File: src/rtl/demux_1x8_dispatcher.sv
// ---------------------------------------------------------------------------
// demux_1x8_dispatcher
//   Round-robin scheduler that owns the select of a downstream 1x8 demux.
//   A single valid/ready input stream is accepted one beat at a time. The
//   beat is held and presented on exactly one lane, picked by rotating from
//   the last served lane and skipping lanes masked off by ch_en.
//
// Handshake rules (both sides): a beat moves on a rising edge where valid
// and ready are both high. Once valid is raised it stays up, with data
// stable, until that edge. Ready is allowed to depend on state and ch_en
// but never on valid.
//
// Optional feature (macro DEMUX_REROUTE_EN):
//   When the held lane stalls for TIMEOUT cycles, the beat moves to the next
//   enabled lane and reroute pulses for one cycle. Without the macro the beat
//   is held indefinitely and reroute is tied low.
//
// Parameters
//   W        data width
//   TIMEOUT  stall cycles before reroute (reroute build only, >= 2)
//
// Ports
//   clk        in   rising-edge clock
//   rst        in   synchronous active-high reset
//   ch_en      in   [7:0] lane enable mask
//   in_valid   in   input beat present
//   in_data    in   [W-1:0] input beat
//   in_ready   out  a beat can be accepted this cycle
//   sel        out  [2:0] lane currently holding the beat
//   out_valid  out  [7:0] one-hot, bit sel high while a beat is held
//   out_data   out  [W-1:0] held beat, shared by all lanes
//   out_ready  in   [7:0] per-lane ready, only bit sel is observed
//   reroute    out  one-cycle pulse when a stalled beat changes lane
// ---------------------------------------------------------------------------
module demux_1x8_dispatcher #(
   parameter int W       = 8,
   parameter int TIMEOUT = 16
) (
   input  logic         clk,
   input  logic         rst,
   input  logic [7:0]   ch_en,
   input  logic         in_valid,
   input  logic [W-1:0] in_data,
   output logic         in_ready,
   output logic [2:0]   sel,
   output logic [7:0]   out_valid,
   output logic [W-1:0] out_data,
   input  logic [7:0]   out_ready,
   output logic         reroute
);

   typedef enum logic {
      IDLE = 1'b0,
      HOLD = 1'b1
   } state_t;

   state_t     state;
   logic [2:0] ptr;        // last lane served; the next search starts one lane past it
   logic [2:0] grant_lane;

   // First lane set in mask, searching base+1, base+2, ... base+8 (mod 8).
   // The loop runs from the far end so the nearest hit is the one that sticks.
   function automatic logic [2:0] next_lane(input logic [2:0] base,
                                            input logic [7:0] mask);
      logic [2:0] res;
      logic [2:0] idx;
      res = base;
      for (int k = 8; k >= 1; k--) begin
         idx = base + 3'(k);
         if (mask[idx]) res = idx;
      end
      return res;
   endfunction

   assign grant_lane = next_lane(ptr, ch_en);
   assign in_ready   = (state == IDLE) && (|ch_en);

`ifdef DEMUX_REROUTE_EN
   localparam int CW = (TIMEOUT > 2) ? $clog2(TIMEOUT) : 1;
   localparam logic [CW-1:0] STALL_MAX = CW'(TIMEOUT - 1);

   logic [CW-1:0] stall;
   logic [7:0]    other_en;
   logic [2:0]    alt_lane;

   // Enabled lanes other than the one holding the beat.
   assign other_en = ch_en & ~(8'b1 << sel);
   assign alt_lane = next_lane(sel, other_en);

   always_ff @(posedge clk) begin
      if (rst) begin
         state     <= IDLE;
         ptr       <= 3'd7;
         sel       <= 3'd0;
         out_valid <= 8'd0;
         out_data  <= '0;
         reroute   <= 1'b0;
         stall     <= '0;
      end else begin
         reroute <= 1'b0;
         case (state)
            IDLE: begin
               stall <= '0;
               if (in_valid && in_ready) begin
                  out_data  <= in_data;
                  sel       <= grant_lane;
                  out_valid <= 8'b1 << grant_lane;
                  state     <= HOLD;
               end
            end
            HOLD: begin
               if (out_ready[sel]) begin
                  ptr       <= sel;
                  out_valid <= 8'd0;
                  stall     <= '0;
                  state     <= IDLE;
               end else if (stall == STALL_MAX) begin
                  // With no alternative lane the counter simply stays saturated.
                  if (|other_en) begin
                     sel       <= alt_lane;
                     out_valid <= 8'b1 << alt_lane;
                     reroute   <= 1'b1;
                     stall     <= '0;
                  end
               end else begin
                  stall <= stall + 1'b1;
               end
            end
            default: state <= IDLE;
         endcase
      end
   end
`else
   always_ff @(posedge clk) begin
      if (rst) begin
         state     <= IDLE;
         ptr       <= 3'd7;
         sel       <= 3'd0;
         out_valid <= 8'd0;
         out_data  <= '0;
      end else begin
         case (state)
            IDLE: begin
               if (in_valid && in_ready) begin
                  out_data  <= in_data;
                  sel       <= grant_lane;
                  out_valid <= 8'b1 << grant_lane;
                  state     <= HOLD;
               end
            end
            HOLD: begin
               if (out_ready[sel]) begin
                  ptr       <= sel;
                  out_valid <= 8'd0;
                  state     <= IDLE;
               end
            end
            default: state <= IDLE;
         endcase
      end
   end

   assign reroute = 1'b0;
`endif

endmodule

File: config.mk
export PLATFORM = sky130hd
export DESIGN_NAME = demux_1x8_dispatcher
export DESIGN_NICKNAME = d
export VERILOG_FILES = /design/src/rtl/demux_1x8_dispatcher.sv
export SDC_FILE = /design/constraint.sdc
export NUM_CORES = 1
export LEC_CHECK = 0
export ABC_AREA = 1
export CAP_MARGIN = 20
export CORE_MARGIN = 2
export CORE_UTILIZATION = 48
export CTS_BUF_LIST = sky130_fd_sc_hd__clkbuf_2 sky130_fd_sc_hd__clkbuf_4 sky130_fd_sc_hd__clkbuf_8
export DETAILED_ROUTE_END_ITERATION = 6
export PLACE_DENSITY_LB_ADDON = 0.15
export SLEW_MARGIN = 15
export SYNTH_ARGS = -nofsm -noshare
export SYNTH_HDL_FRONTEND = slang
export SYNTH_SLANG_ARGS = --single-unit
File: constraint.sdc
create_clock -name clk -period 3 [get_ports clk]
set_input_delay 0.6 -clock clk [delete_from_list [all_inputs] [get_ports clk]]
set_output_delay 0.6 -clock clk [all_outputs]
set_load 0.02 [all_outputs]
==> out/metrics.csv <==
metric;value;unit
skew;0.00585;ns
gr-usage-all-layers;22.0;%
viasPerCell;5.01;
synthCells;249;
drtPass1Iterations;5;
tritoncts;yes;
grt_overflow;0;
n_antenna_cell;0;
syn-cell-area;0.00156;mm^2
cp.required;2.40;ns
fmax;0.370;GHz
maxSlewViolCount;0;
yosysSeqAreaShare;29.6;%
p_leak;0.928;nW
min_period_over_period;90.0;%
rr_endpoint;out_valid[3]$_SDFFE_PP0P_;
dpl_worst_slack;0.308;ns
antenna_found_initial;0;
cts_buffers;3;
tns;0;ns
die_x;60.9;um
grt_max_degree;15;
layout_min_cycle_time;2.70;ns
port_buffers;46;
status;finished, final reports clean;
antenna_left;0;
drt_iter0_drc;88;
layout_setup_ws;0.300;ns
dieHeight;60.9;um
r2r-start;ptr[1]$_SDFFE_PP1P_;
yosysUniqueCellTypes;28;
p_per_area;558;mW/mm^2
synthFlopType;dfxtp_1;
p_seq_share;32.3;%
hold_depth;2;
cts.clk_slew.worst_paths;0.13;ns
totalWireLength;3740;um
yosysMostFrequentCell;nand2_1;
final_layout_size_suffix_gt1_share;13.6;%
cp_max_fo;3;
fp-row-count;20;
gp_congestion;0.980;
vias;1695;
syn_avg_cell_area;6.25;um^2
path_class;in2out;
grt_pass1_vias;1551;
worstHoldStart;out_data[5]$_SDFFE_PP0P_;
drcViolationCount;0;
yosys.area.top_type_share;29.6;%
p_comb_share;54.9;%
dp_hpwl;2890;um
clockBufferDepth;2;
grt_setup_unrepaired;no;
arrival;2.10;ns
ff2ff_path_depth;17;
start_util;50.6;%
yosysWarnings;0;
area_growth;33.0;%
cts_resized;0;
clock_sinks;23;
synth_nets;278;
ys_ff_latch;23;
ctsRootBufferMaster;clkbuf_4;
ctsHoldBuffers;0;
yosysTopAreaCell;dfxtp_1;
hold_path.class;reg2reg;
switching_share;44.9;%
synthTopCellsByArea;dfxtp_1 (30%), nand2_1 (20%), nand3_1 (9.0%);
core;0.00308;mm^2
critPathLaunchType;primary input;
wl_per_cell;11.1;um
post_cts_buffers;0;
synth-edff-count;0;
h-tree-depth;1;
peakVddDrop;417;uV
dieArea;0.00371;mm^2
ioPinCount;48;
fin_nets;324;
setup_viol;0;
hold_viol;0;
clock_latency;0.32;ns
synthArstFlopShare;0;%
cp-end-kind;output pin;
p_switching;0.518;mW
synth_common_cells;nand2_1 (84), nand3_1 (28), dfxtp_1 (23);
grt_pass1_wl;6240;um
power_frac_clock;12.8;%
drv_cap;0;
whs_endpoint;out_data[5]$_SDFFE_PP0P_;
p_int;0.636;mW
regToRegSetupSlack;0.43;ns
registers in the layout (all words and copies together) (netlist names):
register and flops:
out_data 8, out_valid 8, ptr 3, sel 3, state 1
routing by layer:
layer	GRT usage [%]	wire, um
met5	0	0
met4	11.8	119
met3	2.35	172
met2	39.0	1780
met1	26.0	1670
power groups by stage:
stage / clock network [mW] / logic (mW) / registers, mW
after floorplan: 0 / 0.437 / 0.403
after global placement: 0 / 0.622 / 0.379
after global routing: 0.161 / 0.714 / 0.378
after CTS: 0.153 / 0.635 / 0.373
final: 0.148 / 0.633 / 0.373
after detailed placement: 0 / 0.631 / 0.379
cell type report:
type	instances	area, um^2
well taps	44	55.1
inverters	29	111
flip-flops and latches	23	460
multi-input cells	189	932
clock buffers	3	22.5
repair buffers	49	483
fillers	303	1010
clock inverters	1	5.00
cell families after synthesis:
kind of cell / share of synthesized area (%)
and+or+nand+nor: 42.0
adders and majority gates: 1.61
buffers and inverters: 10.5
AOI/OAI and AO/OA: 14.3
xor gates and xnor gates: 1.05
muxes: 0.643
DFF: 29.6
other: 0.241
per-stage QoR:
step                      hold slack (ns)  util, %  area, um^2  total power [mW]  instances
after global placement              0.450     66.3        2040              1.00        334
final                               0.471     67.2        2070              1.15        338
after floorplan                     0.453        -        1560             0.840        249
after global routing                0.491     67.2        2070              1.25        338
after CTS                           0.472     67.2        2070              1.16        338
after detailed placement            0.455     66.3        2040              1.01        334
cell usage in the layout, fill, tap and decap left out:
master and instances:
nand2_1 84, clkdlybuf4s50_1 46, nand3_1 28, dfxtp_1 23, a21oi_1 22, inv_1 20
nor2_1 11, nand2_2 9, inv_2 8, o21ai_0 8, nand3_2 4, nor2_2 4
a21oi_2 4, clkbuf_4 3, buf_4 3, nor4_1 2, o211ai_1 2, ha_1 2
inv_4 1, xor2_2 1, and2_1 1, o21ai_1 1, o32ai_1 1, mux2i_1 1
o221ai_1 1, or2_2 1, nand2_4 1, conb_1 1, clkinv_2 1
worst max-delay path by stage:
stage,start,to,depth (start not counted)
2_1_floorplan,ptr[0]$_SDFFE_PP1P_,out_valid[7]$_SDFFE_PP0P_,19
3_3_place_gp,ch_en[1],in_ready,4
3_5_place_dp,ch_en[1],in_ready,4
4_1_cts,ch_en[1],in_ready,4
5_1_grt,ptr[1]$_SDFFE_PP1P_,out_valid[1]$_SDFFE_PP0P_,17
6_report,ch_en[1],in_ready,4
worst max-delay path, stage by stage:
cell and delay [ns]:
clkdlybuf4s50_1 0.46, nor4_1 0.35, a21oi_1 0.14, clkdlybuf4s50_1 0.55
Power figures use the tool's default switching activity.
